File: config.mk
export PLATFORM = sky130hd
export DESIGN_NAME = rx_qam_demap
export DESIGN_NICKNAME = d
export VERILOG_FILES = /design/src/rtl/rx_qam_demap.sv
export SDC_FILE = /design/constraint.sdc
export NUM_CORES = 1
export LEC_CHECK = 0
export ABC_AREA = 1
export BUFFER_PORTS_ARGS = -buffer_cell sky130_fd_sc_hd__buf_2
export CAP_MARGIN = 10
export CORE_UTILIZATION = 25
export DETAILED_ROUTE_END_ITERATION = 12
export SLEW_MARGIN = 20
export SYNTH_ARGS = -nofsm -noshare
export SYNTH_HDL_FRONTEND = slang
export SYNTH_SLANG_ARGS = --single-unit
File: constraint.sdc
create_clock -name CLK_I -period 3.4 [get_ports CLK_I]
set_clock_uncertainty 0.15 [all_clocks]
set_input_delay 0 -clock CLK_I [delete_from_list [all_inputs] [get_ports CLK_I]]
set_output_delay 0 -clock CLK_I [all_outputs]
set_load 0.005 [all_outputs]
File: src/rtl/rx_qam_demap.sv
// rx_qam_demap: drops null/pilot carriers, hard-demaps QPSK/16QAM/64QAM and packs bits MSB-first into bytes.
// Optional symbol counter port SYM_CNT_O when RX_QAM_DEMAP_SYMCNT_EN is defined.
module rx_qam_demap #(
  parameter int NFFT          = 2048,
  parameter int NUSED_HALF    = 840,
  parameter int PILOT_SPACING = 7,
  parameter int THR16         = 5181,
  parameter int THR64_1       = 2528,
  parameter int THR64_2       = 5056,
  parameter int THR64_3       = 7584
) (
  input  logic        CLK_I,
  input  logic        RST_I,
  input  logic [31:0] DAT_I,
  input  logic        CYC_I,
  input  logic        STB_I,
  input  logic        WE_I,
  output logic        ACK_O,
  input  logic [1:0]  MOD_I,
  output logic [7:0]  DAT_O,
  output logic        STB_O,
  output logic        WE_O,
  output logic        CYC_O,
`ifdef RX_QAM_DEMAP_SYMCNT_EN
  output logic [15:0] SYM_CNT_O,
`endif
  input  logic        ACK_I
);
  localparam int KW = $clog2(NFFT);
  localparam int PW = $clog2(PILOT_SPACING);
  localparam logic [KW-1:0] K_LO = KW'(NUSED_HALF);
  localparam logic [KW-1:0] K_HI = KW'(NFFT - NUSED_HALF);
  localparam logic [KW-1:0] K_LAST = KW'(NFFT - 1);
  localparam logic [PW-1:0] P_LAST = PW'(PILOT_SPACING - 1);
  logic [KW-1:0] k;
  logic [PW-1:0] p;
  logic [1:0]    mod_r;
  logic [13:0]   acc;
  logic [3:0]    nb;
  logic          xfer, used, data;
  logic [3:0]    di, dq;
  logic [5:0]    bits;
  logic [2:0]    n;
  logic [19:0]   cat;
  logic [4:0]    tot;
  logic [7:0]    byte_nxt;
  logic          unused;
  // Returns {sign, |x|<THR16, |x|<THR64_2, THR64_1<=|x|<THR64_3}
  function automatic logic [3:0] ax(input logic [15:0] x);
    logic [15:0] a;
    a = x[15] ? ((x == 16'h8000) ? 16'h7fff : -x) : x;
    return {x[15], a < 16'(THR16), a < 16'(THR64_2), (a >= 16'(THR64_1)) & (a < 16'(THR64_3))};
  endfunction
  assign ACK_O  = CYC_I & STB_I & (~STB_O | ACK_I);
  assign WE_O   = STB_O;
  assign unused = WE_I;
  always_comb begin
    xfer = CYC_I & STB_I & ACK_O;
    used = ((k != '0) && (k <= K_LO)) || (k >= K_HI);
    data = used && (p != '0);
    di = ax(DAT_I[15:0]);
    dq = ax(DAT_I[31:16]);
    n = (mod_r == 2'd2) ? 3'd6 : (mod_r == 2'd1) ? 3'd4 : 3'd2;
    bits = (mod_r == 2'd2) ? {di[3], di[1], di[0], dq[3], dq[1], dq[0]} :
           (mod_r == 2'd1) ? {2'b0, di[3], di[2], dq[3], dq[2]} : {4'b0, di[3], dq[3]};
    cat = ({6'b0, acc} << n) | {14'b0, bits};
    tot = 5'(nb) + 5'(n);
    byte_nxt = 8'(cat >> (tot - 5'd8));
  end
  always_ff @(posedge CLK_I) begin
    if (RST_I) begin
      k <= '0;
      p <= '0;
      mod_r <= '0;
      acc <= '0;
      nb <= '0;
      DAT_O <= '0;
      STB_O <= 1'b0;
      CYC_O <= 1'b0;
    end else begin
      if (!CYC_I) begin
        k <= '0;
        p <= '0;
        acc <= '0;
        nb <= '0;
      end else if (xfer) begin
        k <= (k == K_LAST) ? '0 : k + 1'b1;
        if (k == '0) mod_r <= MOD_I;
        if (k == K_LAST) p <= '0;
        else if (used) p <= (p == P_LAST) ? '0 : p + 1'b1;
        if (data) begin
          acc <= cat[13:0];
          nb <= (tot >= 5'd8) ? 4'(tot - 5'd8) : 4'(tot);
        end
      end
      // A new byte can only complete when the output slot is free or being accepted
      if (xfer && data && tot >= 5'd8) begin
        DAT_O <= byte_nxt;
        STB_O <= 1'b1;
      end else if (ACK_I) STB_O <= 1'b0;
      if (xfer) CYC_O <= 1'b1;
      else if (!CYC_I && !STB_O) CYC_O <= 1'b0;
    end
  end
`ifdef RX_QAM_DEMAP_SYMCNT_EN
  always_ff @(posedge CLK_I) begin
    if (RST_I) SYM_CNT_O <= '0;
    else if (xfer && k == K_LAST) SYM_CNT_O <= SYM_CNT_O + 1'b1;
  end
`endif
endmodule

==> results of run 1 <==
critical path: stages, from the launching register on:
cell and delay, ns:
dfxtp_1 0.33, inv_1 0.05, ha_1 0.19, inv_1 0.07
ha_1 0.15, inv_1 0.05, fa_1 0.49, inv_1 0.06
nor2_2 0.19, inv_1 0.13, nor2_2 0.22, nand2_1 0.08
nand2_1 0.13, nand2_4 0.11, clkinv_4 0.12, o21ai_0 0.08
o21ai_0 0.11, a21oi_2 0.07
placed cells by master, fill, tap and decap left out, types with 15 or more instances in the layout:
master,count
nand3_1,47
buf_2,50
nand2_1,197
nor2_1,74
dfxtp_1,43
a21oi_1,46
inv_1,91
nor2_2,15
o21ai_0,68
registers in the layout (all words and copies together), names as in the netlist:
register / cells
STB_O: 1
k: 11
mod_r: 2
CYC_O: 1
nb: 3
DAT_O: 8
acc: 14
p: 3
cell families (layout without fill, tap and decap cells):
kind of cell | count (synthesis) | after routing
xor gates and xnor gates | 5 | 5
muxes | 3 | 3
buffers and inverters | 124 | 176
and+or+nand+nor | 382 | 382
DFF | 43 | 43
AOI/OAI and AO/OA | 157 | 157
adders and majority gates | 10 | 10
power groups by stage:
stage / combinational, mW / clock, mW / sequential [mW]
final: 0.335 / 0.491 / 0.508
after global routing: 0.381 / 0.529 / 0.508
after CTS: 0.334 / 0.505 / 0.508
after detailed placement: 0.328 / 0 / 0.520
after global placement: 0.328 / 0 / 0.520
after floorplan: 0.234 / 0 / 0.520
metrics by stage:
step,hold WS (ns),total power [mW]
after floorplan,0.0351,0.753
after global placement,0.157,0.847
after detailed placement,0.165,0.848
after CTS,0.0690,1.35
after global routing,0.121,1.42
final,0.0664,1.33
area by class of cell:
type	count	area share
multi-input cells	557	0.578
flip-flops and latches	43	0.178
inverters	104	0.0816
repair buffers	64	0.0759
well taps	216	0.0558
clock buffers	5	0.0258
clock inverters	3	0.00490
routing by layer:
layer  vias to the layer above  GRT usage  part of all wire  wire, um
met5                         -          0                 0         0
met3                         5     0.0116             0.029       310
met2                        72      0.196              0.45      4730
met1                      1965      0.174              0.52      5440
li1                       2453          -                 -         -
met4                         0     0.0226            0.0072        76
final timing paths:
path,start,endpoint,slack [ns],cells past startpoint
setup / recovery,mod_r[1],DAT_O[1],0.47,17
hold / removal,STB_I,k[1],0.07,3
setup reg to reg,mod_r[1],DAT_O[1],0.47,17
hold reg to reg,DAT_O[7],DAT_O[7],0.31,2
==> out/results.txt, run 1 <==
Static leakage: 2.24 nW. The predominant post-synthesis flop cell was dfxtp_1. Sorting the synthesized cells by how often they occur yields nand2_1, inv_1, nor2_1. The worst setup path is captured at a register.

Data arrives at the worst endpoint at 2.95 ns. In this run the power spent charging and discharging nets is 0.435 mW. During I/O placement, the number of pins put on the boundary was 52. The logs give 979 for the number of placed instances, taps included and 0.474 ns for the setup slack after layout.

0 antenna diodes ended up in the layout. The initial core utilization is 0.259. The mean cell area of the mapped netlist works out to 5.77 um^2. By area the synthesized netlist is led by dfxtp_1, nand2_1, inv_1, o21ai_0, nor2_1.

The total of warnings raised by yosys was 0. Number of nets produced by synthesis: 774. In the final timing run, aggregate negative setup slack is 0 ns. Area overhead of the layout relative to synthesis: 16.1%. The largest net degree at the start of global routing was 27. The layout filler cell count was 1844. The run gives 0.206 as the register area share after synthesis. The logs give 4495 for the routed via count and 43 for the number of sinks driven by the clock tree. The dominant combinational cell family by area after synthesis is simple AND/OR/NAND/NOR gates. The die covers 17200 um^2. For the number of hold-slack violations in the final timing report, the log shows 0. The die is 131 um tall. STA classifies the critical path startpoint as a register. After detailed routing, the total wire length is 10.6 mm. The run gives 0.121 as the all-layer global routing usage. The number of synthesized flops with an enable pin is 0, and the count of H-tree levels built during CTS is 2. The first-pass GRT wire length is 17.9 mm, and the number of distinct library cell variants in the gate-level netlist after synthesis is 50. Post-synthesis compound-gate area fraction: 0.212. The post-synthesis cell count was 724; the part of the power in the clock network was 0.368. After legalization and detailed placement, the total HPWL measured 8.41 mm. The parity-gate share of the synthesized area counting xor and xnor cells was 0.0123; the number of failing setup endpoints in the final timing report was 0. The tools report the number of hold-repair buffers added at the cts stage as 5. The largest fanout on the critical path is 9, and the maximum clock insertion buffer count is 2. The proportion of register bits with asynchronous set or reset after synthesis is 0. The run gives 0 as the max-slew violation count.

The portion of synthesized cell area occupied by the leading cell type is 0.206, and the horizontal extent of the die is 131 um. The cell sitting at the root of the clock tree is a clkbuf_16. The placement-stage cell area was 4650 um^2. During placement, the flow inserted port buffers numbering 50. After clock tree synthesis, the setup repair step added 0 buffers.

The worst setup path is of the register to register kind. The simple-gate share of the synthesized area was 0.408; the cell area after layout was 4850 um^2. The sequential share of power is 0.381. The normalized max-slew margin came out at 0.589. In the post-synthesis netlist, the cell with the most instances is nand2_1. The cell area that synthesis handed to floorplanning was 4180 um^2. Before antenna repair, the detailed router went through 5 iterations.

Excluding fillers, the count of instances in the completed layout stands at 992. The number of global-route vias before repair was 3808. In this run the power density over the cells is 275 nW/um^2. For the end-of-flow core utilization, the log shows 0.301. For this block, the initial DRC count from the detailed router was 275. In this run, synthesis produced a sequential element count of 43.

The tools report the final weighted congestion in routability-driven placement as 0.875. Setup repair after global routing left no endpoint under its margin. The mux cell area share after synthesis was 0.00719; the number of max-cap violations was 0. The flow ran to the end, and the final reports show no timing, DRC or antenna violations. The synthesized design spends more area on one cell type than any other, namely dfxtp_1. TritonCTS built the clock tree.

The maximum clock frequency is 342 MHz. The tools report the number of antenna violations at the first check in global routing as 0. The minimum clock period after layout was 2.93 ns. The worst setup timing slack at the placement stage came out at 0.463 ns.

The actual transition at the worst max-transition pin is 0.613 ns, and the floorplan core area is 16100 um^2. The adder and majority gate portion of the synthesized area came out at 0.0318. For this run the aggregate overflow at the end of global routing stands at 0. In the final routed layout, each cell accounts on average for 10.6 um. The required time of the critical path was 3.42 ns.

The peak ir drop on the vdd network was 0.168 mV; the clock network latency to the later pin of the worst-skew pair was 0.29 ns. Clock-pin slew was measured on the worst setup and hold paths at 0.07 ns. The tools report the number of rows created at floorplan as 46. For the portion of total power attributed to combinational logic, the log shows 0.251. At the end of the flow, the number of nets in the layout was 825. The share of layout cells above drive strength 1 came out at 0.165.

The worst hold path belongs to the class primary input to register. The internal portion of total power is 0.898 mW. In the routed layout, each cell is associated on average with a via count of 4.53. In this run, CTS created clock tree buffers numbering 5. The logs give 2800 um^2 for the footprint of the multi-input gates and 0 for the antenna violation net count after detailed routing. The logs give 861 um^2 for the register area and 0 for the number of design rule violations left after detail routing. Gates resized during post-CTS repair numbered 0. The share of the clock period used by the worst path after layout works out to 0.860. The switching power share of the total came out at 0.326.
No activity file was read; power rests on OpenSTA's default activity.
==> run 2: changes to the inputs <==
==> constraint.sdc (replaced) <==
create_clock -name CLK_I -period 2.6 [get_ports CLK_I]
set_clock_uncertainty 0.15 [all_clocks]
set_input_delay 0 -clock CLK_I [delete_from_list [all_inputs] [get_ports CLK_I]]
set_output_delay 0 -clock CLK_I [all_outputs]
set_load 0.005 [all_outputs]
==> out/results.txt, run 2 (synthesis results as in run 1) <==
The flow ran to the end, and the final reports show no timing, DRC or antenna violations. The HPWL after detailed placement is 8.71 mm. The clock reaches the later pin of the worst-skew pair after 0.28 ns. Row generation in the floorplan step produced 46 rows. The wire length per cell is 10.6 um, and the share of the clock period used by the worst path after layout is 0.956. For the worst setup path, the data arrival time is 2.55 ns. The I/O pin count was 52; the setup slack after layout was 0.116 ns. Dividing total power by cell area gives a power density of 359 nW/um^2.

The run gives 5 as the number of clock buffers inserted by TritonCTS. The max-slew violation count is 0, and the sum of routed wire length over all layers is 10.7 mm. The routed design uses 329 um of met3 wire. Leaving out filler cells and counting taps, the final layout contains 1014.

At the placement stage, the worst setup path has a slack of 0.00923 ns. The flip-flop count of the largest register after layout is 14, and the antenna violation net count after detailed routing is 0. By startpoint and endpoint, the worst setup path is classified as register to register.

STA puts the critical path data required time at 2.66 ns. Summed over all failing endpoints, the final setup total negative slack is 0 ns. The number of design rule violations left after detail routing was 0; the first-pass GRT wire length was 18.3 mm. The top register by number of flip-flops is acc.

The final layout contains 847 nets. The largest registers in the layout are acc (14), k (11), DAT_O (8). Entering global routing, the biggest net connects 27 pins.

The detailed router's first-iteration violation count came out at 260. On the final layout, the worst hold slack is 0.0356 ns. The all-layer global routing usage was 0.123. The routed layout has 4581 vias. Via density per instance: 4.52. Counting I/O delays and the setup requirement, the final critical path takes 2.48 ns.

In this run the deepest clock path goes through 2 buffers. The tools report the peak ir drop on the vdd network as 0.261 mV. The library cells used most frequently in the layout, excluding fill and tap cells, are nand2_1, inv_1, nor2_1. The core region is 16100 um^2. The min-delay analysis places its worst path in the category primary input to register. The run gives 0.628 as the normalized max-slew margin. The element type at the critical path start was a register. The post-layout total power was 1.85 mW; the die area was 17200 um^2.

For this run the aggregate overflow at the end of global routing stands at 0. Clock root buffer master: clkbuf_16. For the static leakage, the log shows 2.40 nW. The quantity of I/O buffers inserted on ports is 50. The run gives 0 as the number of antenna violations at the first check in global routing.

The tools report the number of placed instances, taps included as 997. The final weighted congestion in routability-driven placement was 0.903; the horizontal extent of the die was 131 um. Before antenna repair, the detailed router went through 5 iterations. The number of failing setup endpoints in the final timing report was 0; the total routed wire length on the met1 layer was 5.57 mm. The initial core utilization is 0.259.

The routed design uses 4.78 mm of met2 wire. Timing would allow up to 402 MHz. TritonCTS built the clock tree. Along the worst path, the maximum fanout reaches 5. The vertical die dimension is 131 um. After clock tree synthesis, the clock-pin slew on the worst setup and hold paths is 0.07 ns.

Compared with the post-synthesis result, the final layout area differs by 23.5%. Commonest non-fill, non-tap cell in the layout: nand2_1. Max-cap violations in this run came to 0. For the number of global-route vias before repair, the log shows 4009.

Uppermost metal layer occupied by signal nets: met4. The tools report the kind of end point of the critical path as a register. For the pin with the worst max-slew slack, the measured transition is 0.554 ns. The share of layout cells above drive strength 1 came out at 0.208. The antenna diode count was 0; the number of hold-slack violations in the final timing report was 0. The number of sinks driven by the clock tree came out at 43. The H-tree generated during clock tree synthesis spans 2 levels.
## run 2: cell types whose count changed in the layout (fill, tap and decap cells not counted), moves of 3 or more
cell	change
buf_4	+21
ha_1	-4
ha_4	+4
inv_1	-5
nor2_4	+3
o21ai_0	-7
o21ai_1	+7
## run 2: per-layer routing
layer | global-route usage | up-vias
met2 | 0.204 | 81
met1 | 0.177 | 1992
met5 | 0 | -
met3 | 0.00617 | 6
met4 | 0.0220 | 0
li1 | - | 2502
## run 2: where the power goes
part	internal (mW)	switching, mW	total, mW
combinational	0.175	0.298	0.473
clock	0.453	0.262	0.715
sequential	0.663	0.00296	0.666
## run 2: final timing paths
path | from | endpoint | slack [ns] | depth (start not counted)
worst min register to register | DAT_O[5] | DAT_O[5] | 0.31 | 2
worst max-delay path | mod_r[1] | DAT_O[3] | 0.12 | 14
worst max register to register | mod_r[1] | DAT_O[3] | 0.12 | 14
worst min-delay path | STB_I | k[1] | 0.04 | 4
## run 2: area by class of cell
type	count	area (um^2)
Sequential cell	43	863
Timing Repair Buffer	86	546
Clock inverter	3	43.8
Clock buffer	5	125
Fill cell	1798	11000
Tap cell	216	270
Inverter	104	408
Multi-Input combinational cell	557	2900
## run 2: worst max-delay path, stage by stage, from the launching register on
cell and delay (ns):
dfxtp_2 0.34, inv_2 0.05, ha_4 0.16, clkinv_4 0.05
ha_4 0.12, inv_2 0.04, fa_2 0.37, xor2_4 0.18
buf_4 0.16, ha_4 0.25, inv_1 0.09, nand2_1 0.10
nor3_1 0.19, a21oi_1 0.07, a21oi_2 0.12
## run 2: repair_timing
action,in CTS,in global routing
setup endpoints to repair,1,9
pin swaps,0,11
endpoints found under the hold margin,11,0
hold buffers,5,0
buffers inserted,0,4
resized for setup,3,9
## run 2: metrics by stage
stage,utilization,instance area (um^2)
6_report,0.320,5160
5_1_grt,0.320,5160
4_1_cts,0.317,5110
3_5_place_dp,0.302,4870
3_3_place_gp,0.302,4870
2_1_floorplan,-,4260
